File: config.mk
export PLATFORM = sky130hd
export DESIGN_NAME = wb_switches_flat
export DESIGN_NICKNAME = d
export VERILOG_FILES = /design/src/rtl/wb_switches_pkg.sv /design/src/rtl/wb_switches_if.sv /design/src/rtl/debounce_bit.sv /design/src/rtl/wb_switches.sv /design/src/flat_wrapper.sv
export SDC_FILE = /design/constraint.sdc
export NUM_CORES = 1
export LEC_CHECK = 0
export ABC_AREA = 0
export CAP_MARGIN = 25
export CORE_MARGIN = 3
export CORE_UTILIZATION = 45
export DETAILED_ROUTE_END_ITERATION = 8
export GPL_TIMING_DRIVEN = 0
export HOLD_SLACK_MARGIN = 0.12
export PLACE_DENSITY = 0.79
export SYNTH_ARGS = -nofsm -noshare
export SYNTH_HDL_FRONTEND = slang
export SYNTH_SLANG_ARGS = --single-unit
File: constraint.sdc
create_clock -name clk -period 2.9 [get_ports clk]
set_clock_uncertainty 0.2 [all_clocks]
set_input_delay 0.58 -clock clk [delete_from_list [all_inputs] [get_ports clk]]
set_output_delay 0.58 -clock clk [all_outputs]
set_load 0.01 [all_outputs]
File: src/rtl/wb_switches_pkg.sv
// Shared constants for the switch/button Wishbone slave: register word offsets,
// input count and field widths.
package wb_switches_pkg;

  localparam int unsigned NIn      = 8;
  localparam int unsigned AdrW     = 32;
  localparam int unsigned DatW     = 32;
  localparam int unsigned SelW     = DatW / 8;
  localparam int unsigned DebW     = 20;
  localparam int unsigned IrqEnW   = 16;
  localparam int unsigned CntW     = 3;
  localparam int unsigned WordIdxW = 10;

  // Word indices taken from adr[11:2]
  localparam logic [WordIdxW-1:0] REG_DATA     = 10'h000;
  localparam logic [WordIdxW-1:0] REG_RAW      = 10'h001;
  localparam logic [WordIdxW-1:0] REG_RISE     = 10'h002;
  localparam logic [WordIdxW-1:0] REG_FALL     = 10'h003;
  localparam logic [WordIdxW-1:0] REG_IRQ_EN   = 10'h004;
  localparam logic [WordIdxW-1:0] REG_DEBOUNCE = 10'h005;

endpackage

File: src/rtl/wb_switches_if.sv
// Pipelined Wishbone bus bundle used by the switch slave.
interface wb_switches_if;
  import wb_switches_pkg::*;

  logic            cyc;
  logic            stb;
  logic            we;
  logic [AdrW-1:0] adr;
  logic [SelW-1:0] sel;
  logic [DatW-1:0] dat_m;
  logic [DatW-1:0] dat_s;
  logic            ack;
  logic            err;
  logic            stall;

  modport master (
    output cyc, stb, we, adr, sel, dat_m,
    input  dat_s, ack, err, stall
  );

  modport slave (
    input  cyc, stb, we, adr, sel, dat_m,
    output dat_s, ack, err, stall
  );

endinterface

File: src/rtl/debounce_bit.sv
// One input lane: 2-flop synchroniser followed by a tick-driven stability counter.
module debounce_bit
  import wb_switches_pkg::*;
#(
  parameter int unsigned StableTicks = 4
) (
  input  logic clk,
  input  logic rst_n,
  input  logic tick,
  input  logic d,
  output logic sync,
  output logic q
);

  logic            meta;
  logic [CntW-1:0] cnt;

  // Accept sync only after it has differed from q for StableTicks ticks
  always_ff @(posedge clk or negedge rst_n) begin
    if (!rst_n) begin
      meta <= 1'b0;
      sync <= 1'b0;
      q    <= 1'b0;
      cnt  <= '0;
    end else begin
      meta <= d;
      sync <= meta;
      if (sync == q) begin
        cnt <= '0;
      end else if (tick) begin
        if (cnt == CntW'(StableTicks - 1)) begin
          q   <= sync;
          cnt <= '0;
        end else begin
          cnt <= cnt + CntW'(1);
        end
      end
    end
  end

endmodule

File: src/rtl/wb_switches.sv
// Wishbone slave exposing debounced switches/buttons, W1C edge capture and a
// level interrupt built from the enabled captured edges.
module wb_switches
  import wb_switches_pkg::*;
#(
  parameter logic [DebW-1:0] DebounceDefault = 20'd100000,
  parameter int unsigned     StableTicks     = 4
) (
  input  logic                clk,
  input  logic                rst_n,
  wb_switches_if.slave        wb,
  input  logic [3:0]          sw,
  input  logic [3:0]          btn,
  output logic                irq
);

  logic [NIn-1:0]      pins_c;
  logic [NIn-1:0]      sync_v;
  logic [NIn-1:0]      deb;
  logic [NIn-1:0]      deb_prev;
  logic [NIn-1:0]      rise;
  logic [NIn-1:0]      fall;
  logic [IrqEnW-1:0]   irq_en;
  logic [DebW-1:0]     debounce;
  logic [DebW-1:0]     presc;

  logic                tick_c;
  logic                accept_c;
  logic                wr_c;
  logic [WordIdxW-1:0] word_c;
  logic [DatW-1:0]     rdata_c;
  logic [NIn-1:0]      rise_clr_c;
  logic [NIn-1:0]      fall_clr_c;
  logic                deb_wr_c;
  logic                en_wr_c;
  logic [DebW-1:0]     debounce_wr_c;
  logic [IrqEnW-1:0]   irq_en_wr_c;
  logic                irq_nxt_c;
  logic                unused_bus_c;

  assign pins_c       = {btn, sw};
  assign tick_c       = (presc == debounce);
  assign accept_c     = wb.cyc & wb.stb;
  assign wr_c         = accept_c & wb.we;
  assign word_c       = wb.adr[11:2];
  assign deb_wr_c     = wr_c && (word_c == REG_DEBOUNCE);
  assign en_wr_c      = wr_c && (word_c == REG_IRQ_EN);
  assign rise_clr_c   = (wr_c && word_c == REG_RISE && wb.sel[0]) ? wb.dat_m[NIn-1:0] : '0;
  assign fall_clr_c   = (wr_c && word_c == REG_FALL && wb.sel[0]) ? wb.dat_m[NIn-1:0] : '0;
  assign irq_nxt_c    = (|(rise & irq_en[NIn-1:0])) | (|(fall & irq_en[IrqEnW-1:NIn]));
  assign unused_bus_c = ^{wb.adr[AdrW-1:12], wb.adr[1:0], wb.dat_m[DatW-1:DebW], wb.sel[SelW-1]};

  assign wb.stall = 1'b0;
  assign wb.err   = 1'b0;

  for (genvar i = 0; i < NIn; i++) begin : g_deb
    debounce_bit #(.StableTicks(StableTicks)) u_deb (
      .clk  (clk),
      .rst_n(rst_n),
      .tick (tick_c),
      .d    (pins_c[i]),
      .sync (sync_v[i]),
      .q    (deb[i])
    );
  end

  // Byte-lane merge for the RW registers
  always_comb begin
    debounce_wr_c = debounce;
    irq_en_wr_c   = irq_en;
    if (wb.sel[0]) begin
      debounce_wr_c[7:0] = wb.dat_m[7:0];
      irq_en_wr_c[7:0]   = wb.dat_m[7:0];
    end
    if (wb.sel[1]) begin
      debounce_wr_c[15:8] = wb.dat_m[15:8];
      irq_en_wr_c[15:8]   = wb.dat_m[15:8];
    end
    if (wb.sel[2]) begin
      debounce_wr_c[DebW-1:16] = wb.dat_m[DebW-1:16];
    end
  end

  // Read mux; sel is ignored on reads
  always_comb begin
    rdata_c = '0;
    case (word_c)
      REG_DATA:     rdata_c = DatW'(deb);
      REG_RAW:      rdata_c = DatW'(sync_v);
      REG_RISE:     rdata_c = DatW'(rise);
      REG_FALL:     rdata_c = DatW'(fall);
      REG_IRQ_EN:   rdata_c = DatW'(irq_en);
      REG_DEBOUNCE: rdata_c = DatW'(debounce);
      default:      rdata_c = '0;
    endcase
  end

  always_ff @(posedge clk or negedge rst_n) begin
    if (!rst_n) begin
      presc     <= '0;
      debounce  <= DebounceDefault;
      irq_en    <= '0;
      deb_prev  <= '0;
      rise      <= '0;
      fall      <= '0;
      irq       <= 1'b0;
      wb.ack    <= 1'b0;
      wb.dat_s  <= '0;
    end else begin
      presc <= (tick_c || deb_wr_c) ? '0 : presc + DebW'(1);
      if (deb_wr_c) debounce <= debounce_wr_c;
      if (en_wr_c)  irq_en   <= irq_en_wr_c;
      deb_prev <= deb;
      // A new edge in the same cycle as a W1C keeps the bit set
      rise     <= (rise & ~rise_clr_c) | (deb & ~deb_prev);
      fall     <= (fall & ~fall_clr_c) | (~deb & deb_prev);
      irq      <= irq_nxt_c;
      wb.ack   <= accept_c;
      wb.dat_s <= (accept_c && !wb.we) ? rdata_c : '0;
    end
  end

endmodule

File: src/flat_wrapper.sv
// flat-port wrapper written by rule: the top's interface ports become plain ports
module wb_switches_flat import wb_switches_pkg::*;
#(
  parameter logic [DebW-1:0] DebounceDefault = 20'd100000,
  parameter int unsigned     StableTicks     = 4
)
  (clk, rst_n, sw, btn, irq, wb_cyc, wb_stb, wb_we, wb_adr, wb_sel, wb_dat_m, wb_dat_s, wb_ack, wb_err, wb_stall);
  wb_switches_if wb_i ();
  input  logic clk;
  input  logic rst_n;
  input  logic [3:0] sw;
  input  logic [3:0] btn;
  output logic irq;
  input wire logic [$bits(wb_i.cyc)-1:0] wb_cyc;
  input wire logic [$bits(wb_i.stb)-1:0] wb_stb;
  input wire logic [$bits(wb_i.we)-1:0] wb_we;
  input wire logic [$bits(wb_i.adr)-1:0] wb_adr;
  input wire logic [$bits(wb_i.sel)-1:0] wb_sel;
  input wire logic [$bits(wb_i.dat_m)-1:0] wb_dat_m;
  output wire logic [$bits(wb_i.dat_s)-1:0] wb_dat_s;
  output wire logic [$bits(wb_i.ack)-1:0] wb_ack;
  output wire logic [$bits(wb_i.err)-1:0] wb_err;
  output wire logic [$bits(wb_i.stall)-1:0] wb_stall;
  assign wb_i.cyc = wb_cyc;
  assign wb_i.stb = wb_stb;
  assign wb_i.we = wb_we;
  assign wb_i.adr = wb_adr;
  assign wb_i.sel = wb_sel;
  assign wb_i.dat_m = wb_dat_m;
  assign wb_dat_s = wb_i.dat_s;
  assign wb_ack = wb_i.ack;
  assign wb_err = wb_i.err;
  assign wb_stall = wb_i.stall;
  wb_switches #(.DebounceDefault(DebounceDefault), .StableTicks(StableTicks)) u_core (.clk(clk), .rst_n(rst_n), .wb(wb_i), .sw(sw), .btn(btn), .irq(irq));
endmodule
==> flow_summary.json <==
{
  "io_pins": 117,
  "synth_edf_count": 0,
  "reg2reg_depth": 6,
  "antenna_cells": 0,
  "fin_tns_setup_ns": 0,
  "initial_core_util_pct": 46.4,
  "portBuffers": 66,
  "die_area_sq_um": 16600,
  "instances_no_fill": 875,
  "gp_congestion": 0.870,
  "grtUsageTotal_pct": 20.1,
  "yosysWarnings": 0,
  "routed-via-count": 4848,
  "finalPower_mw": 5.77,
  "setup_viol": 0,
  "synth_area_leaders": "dfrtp_1 (53%), mux2_2 (5.5%), xor2_1 (5.2%)",
  "critPathLaunchType": "primary input",
  "crit_family": "buffers and inverters",
  "first_pass_iters": 5,
  "ys.flop_type": "dfrtp_1",
  "grt_pass1_vias": 4907,
  "preCtsSetupSlack_ns": -0.437,
  "pwr_density_cell_nw_per_um2": 692,
  "cp_cell_sequence": "clkdlybuf4s50_1 > and3_1 > clkbuf_1 > nand2_1 > or4_1 > clkbuf_1 > o21ai_0 > o21ai_0",
  "tritoncts": "yes",
  "timing.final.crit_share_pct": 94.4,
  "critPathKind": "in -> reg",
  "ys_types": 50,
  "htree_levels": 4,
  "synth_top_area_share_pct": 53.1,
  "crit_buf_inv": 3,
  "grt_antenna_before_repair": 0,
  "r2r_setup_slack_ns": 0.22,
  "critPathCaptureType": "flop",
  "async_flop_share_pct": 100,
  "maxCapViolations": 0,
  "avgSynthCellArea_sq_um": 11.7,
  "setup_slack_ns": 0.163,
  "status": "complete, no violations",
  "layout_commonest_cell": "dfrtp_1",
  "crit_arrival_ns": 2.83,
  "timing.rr.start": "u_core.presc[3]$_DFF_PN0_",
  "cp_data_required_time_ns": 3.00,
  "synthCells": 579,
  "wire_per_inst_um": 18.6,
  "worstPathMaxFanout": 8,
  "netlist_area_sq_um": 6790,
  "place_inst": 843,
  "drc": 0,
  "rr_endpoint": "u_core.g_deb[4].u_deb.cnt[1]$_DFFE_PN0P_",
  "fmax_mhz": 365,
  "cts_root_buf": "clkbuf_16",
  "drt_first_iter_violations": 500,
  "slowest_stage": "clkdlybuf4s50_1",
  "finish.net_count": 769,
  "final_area_sq_um": 8340,
  "layout_common_cells": "dfrtp_1 (144), clkdlybuf4s50_1 (65), nor2_1 (47), nand2_1 (44), xor2_1 (40)",
  "grt_setup_unrepaired": "false",
  "cts_inserted_buffers": 17,
  "holdPathEnd": "u_core.g_deb[3].u_deb.sync$_DFF_PN0_",
  "tightest_slew_ns": 0.754,
  "area_growth_pct": 22.8,
  "dpl-instance-area_sq_um": 7760,
  "antenna_left": 0,
  "vias_per_cell": 5.54,
  "leakagePower_nw": 3.90,
  "clkTransAtPathRegs_ns": 0.06,
  "dieHeight_um": 129,
  "cts_buffer_depth": 2,
  "post-route-util_pct": 56.9,
  "ys_seq_elements": 150,
  "yosys.area.top_type": "dfrtp_1",
  "layout-drive-gt1-share_pct": 17.2,
  "maxSlewViolCount": 0,
  "cp_num_cells": 8,
  "finalHoldViolCount": 0,
  "dp_hpwl_mm": 11.6,
  "drt-total-wl_mm": 16.2,
  "cpPeakStageDelay_ns": 0.47,
  "hold_ws_ns": 0.146,
  "hold_class": "reg -> reg",
  "worstHoldPathCells": 0,
  "rows": 44,
  "period_needed_ns": 2.74,
  "synth-seq-area-share_pct": 55.4,
  "vdd_drop_max_v": 0.000435,
  "holdCritStartpoint": "u_core.g_deb[3].u_deb.meta$_DFF_PN0_",
  "relSlewSlack_pct": 49.4,
  "coreArea_sq_um": 14600,
  "clock_latency_ns": 0.43,
  "grt_first_pass_wirelength_mm": 25.6,
  "cts_num_sinks": 150,
  "overflow": 0,
  "grt_max_degree": 108,
  "die_x_um": 129
}
synth_stat cells, types with 12 or more instances:
| cell type | number |
|---|---|
| xor2_1 | 40 |
| mux2i_1 | 20 |
| a22o_1 | 12 |
| inv_1 | 20 |
| a21oi_1 | 12 |
| buf_4 | 17 |
| a22oi_1 | 12 |
| mux2_2 | 33 |
| nor2_1 | 47 |
| nand2_1 | 44 |
| o21ai_0 | 22 |
| dfrtp_1 | 144 |
kinds of logic after synthesis:
logic type / share of synthesized area (%)
compound gates: 9.55
fa+ha+maj: 1.66
mux: 10.4
flops: 55.4
buf+inv: 3.89
other cells: 0.0552
simple gates: 13.1
xor+xnor: 5.93
cell type report:
cell class / count / area (sq um)
well taps: 184 / 230
multi-input cells: 392 / 2830
fillers: 1161 / 6300
clock inverters: 9 / 104
clock buffers: 22 / 454
flip-flops and latches: 150 / 3760
inverters: 20 / 75.1
plain buffers: 30 / 189
repair buffers: 68 / 699
worst reg2reg max path, stage by stage (launching register included):
cell and delay (ns):
dfrtp_1 0.44, xor2_1 0.21, nor4_2 0.37, nand2_1 0.34, nor2_1 0.46, buf_2 0.36
mux2i_1 0.23
what timing repair did:
action                                 CTS  global route
resized for setup                        1             1
hold buffers                             1             0
setup buffers                            0             0
setup endpoints to repair                1             6
endpoints found under the hold margin   42             0
worst max path at each step:
stage / from / to
after floorplan: wb_adr[7] / u_core.debounce[18]$_DFFE_PN0P_
after global routing: wb_cyc / u_core.rise[2]$_DFF_PN0_
after global placement: rst_n / u_core.g_deb[2].u_deb.meta$_DFF_PN0_
after CTS: wb_adr[5] / u_core.rise[2]$_DFF_PN0_
after detailed placement: wb_adr[5] / u_core.fall[3]$_DFF_PN0_
final: wb_cyc / u_core.rise[2]$_DFF_PN0_
report_power, final:
| part | leakage (nW) | switching (mW) | internal [mW] | total, mW |
|---|---|---|---|---|
| Clock | 0.270 | 0.817 | 1.28 | 2.09 |
| Sequential | 1.92 | 0.179 | 2.31 | 2.49 |
| Combinational | 1.71 | 0.704 | 0.487 | 1.19 |
| Total | 3.90 | 1.70 | 4.07 | 5.77 |
state kept, by name, indices dropped and copies added (netlist names):
name                     flops
u_core.g_deb.u_deb.sync      8
u_core.g_deb.u_deb.meta      8
u_core.g_deb.u_deb.cnt      24
u_core.g_deb.u_deb.q         8
u_core.debounce             20
u_core.wb.ack                1
u_core.deb_prev              8
u_core.irq_en               16
u_core.rise                  8
u_core.presc                20
u_core.irq                   1
u_core.fall                  8
u_core.wb.dat_s             20
metal layers:
metal | global-route usage [%] | part of all wire [%]
met3 | 4.61 | 6.0
met2 | 32.7 | 49
met1 | 26.2 | 43
met5 | 0 | 0
met4 | 7.84 | 2.3
(Power assumes the default switching activity.)
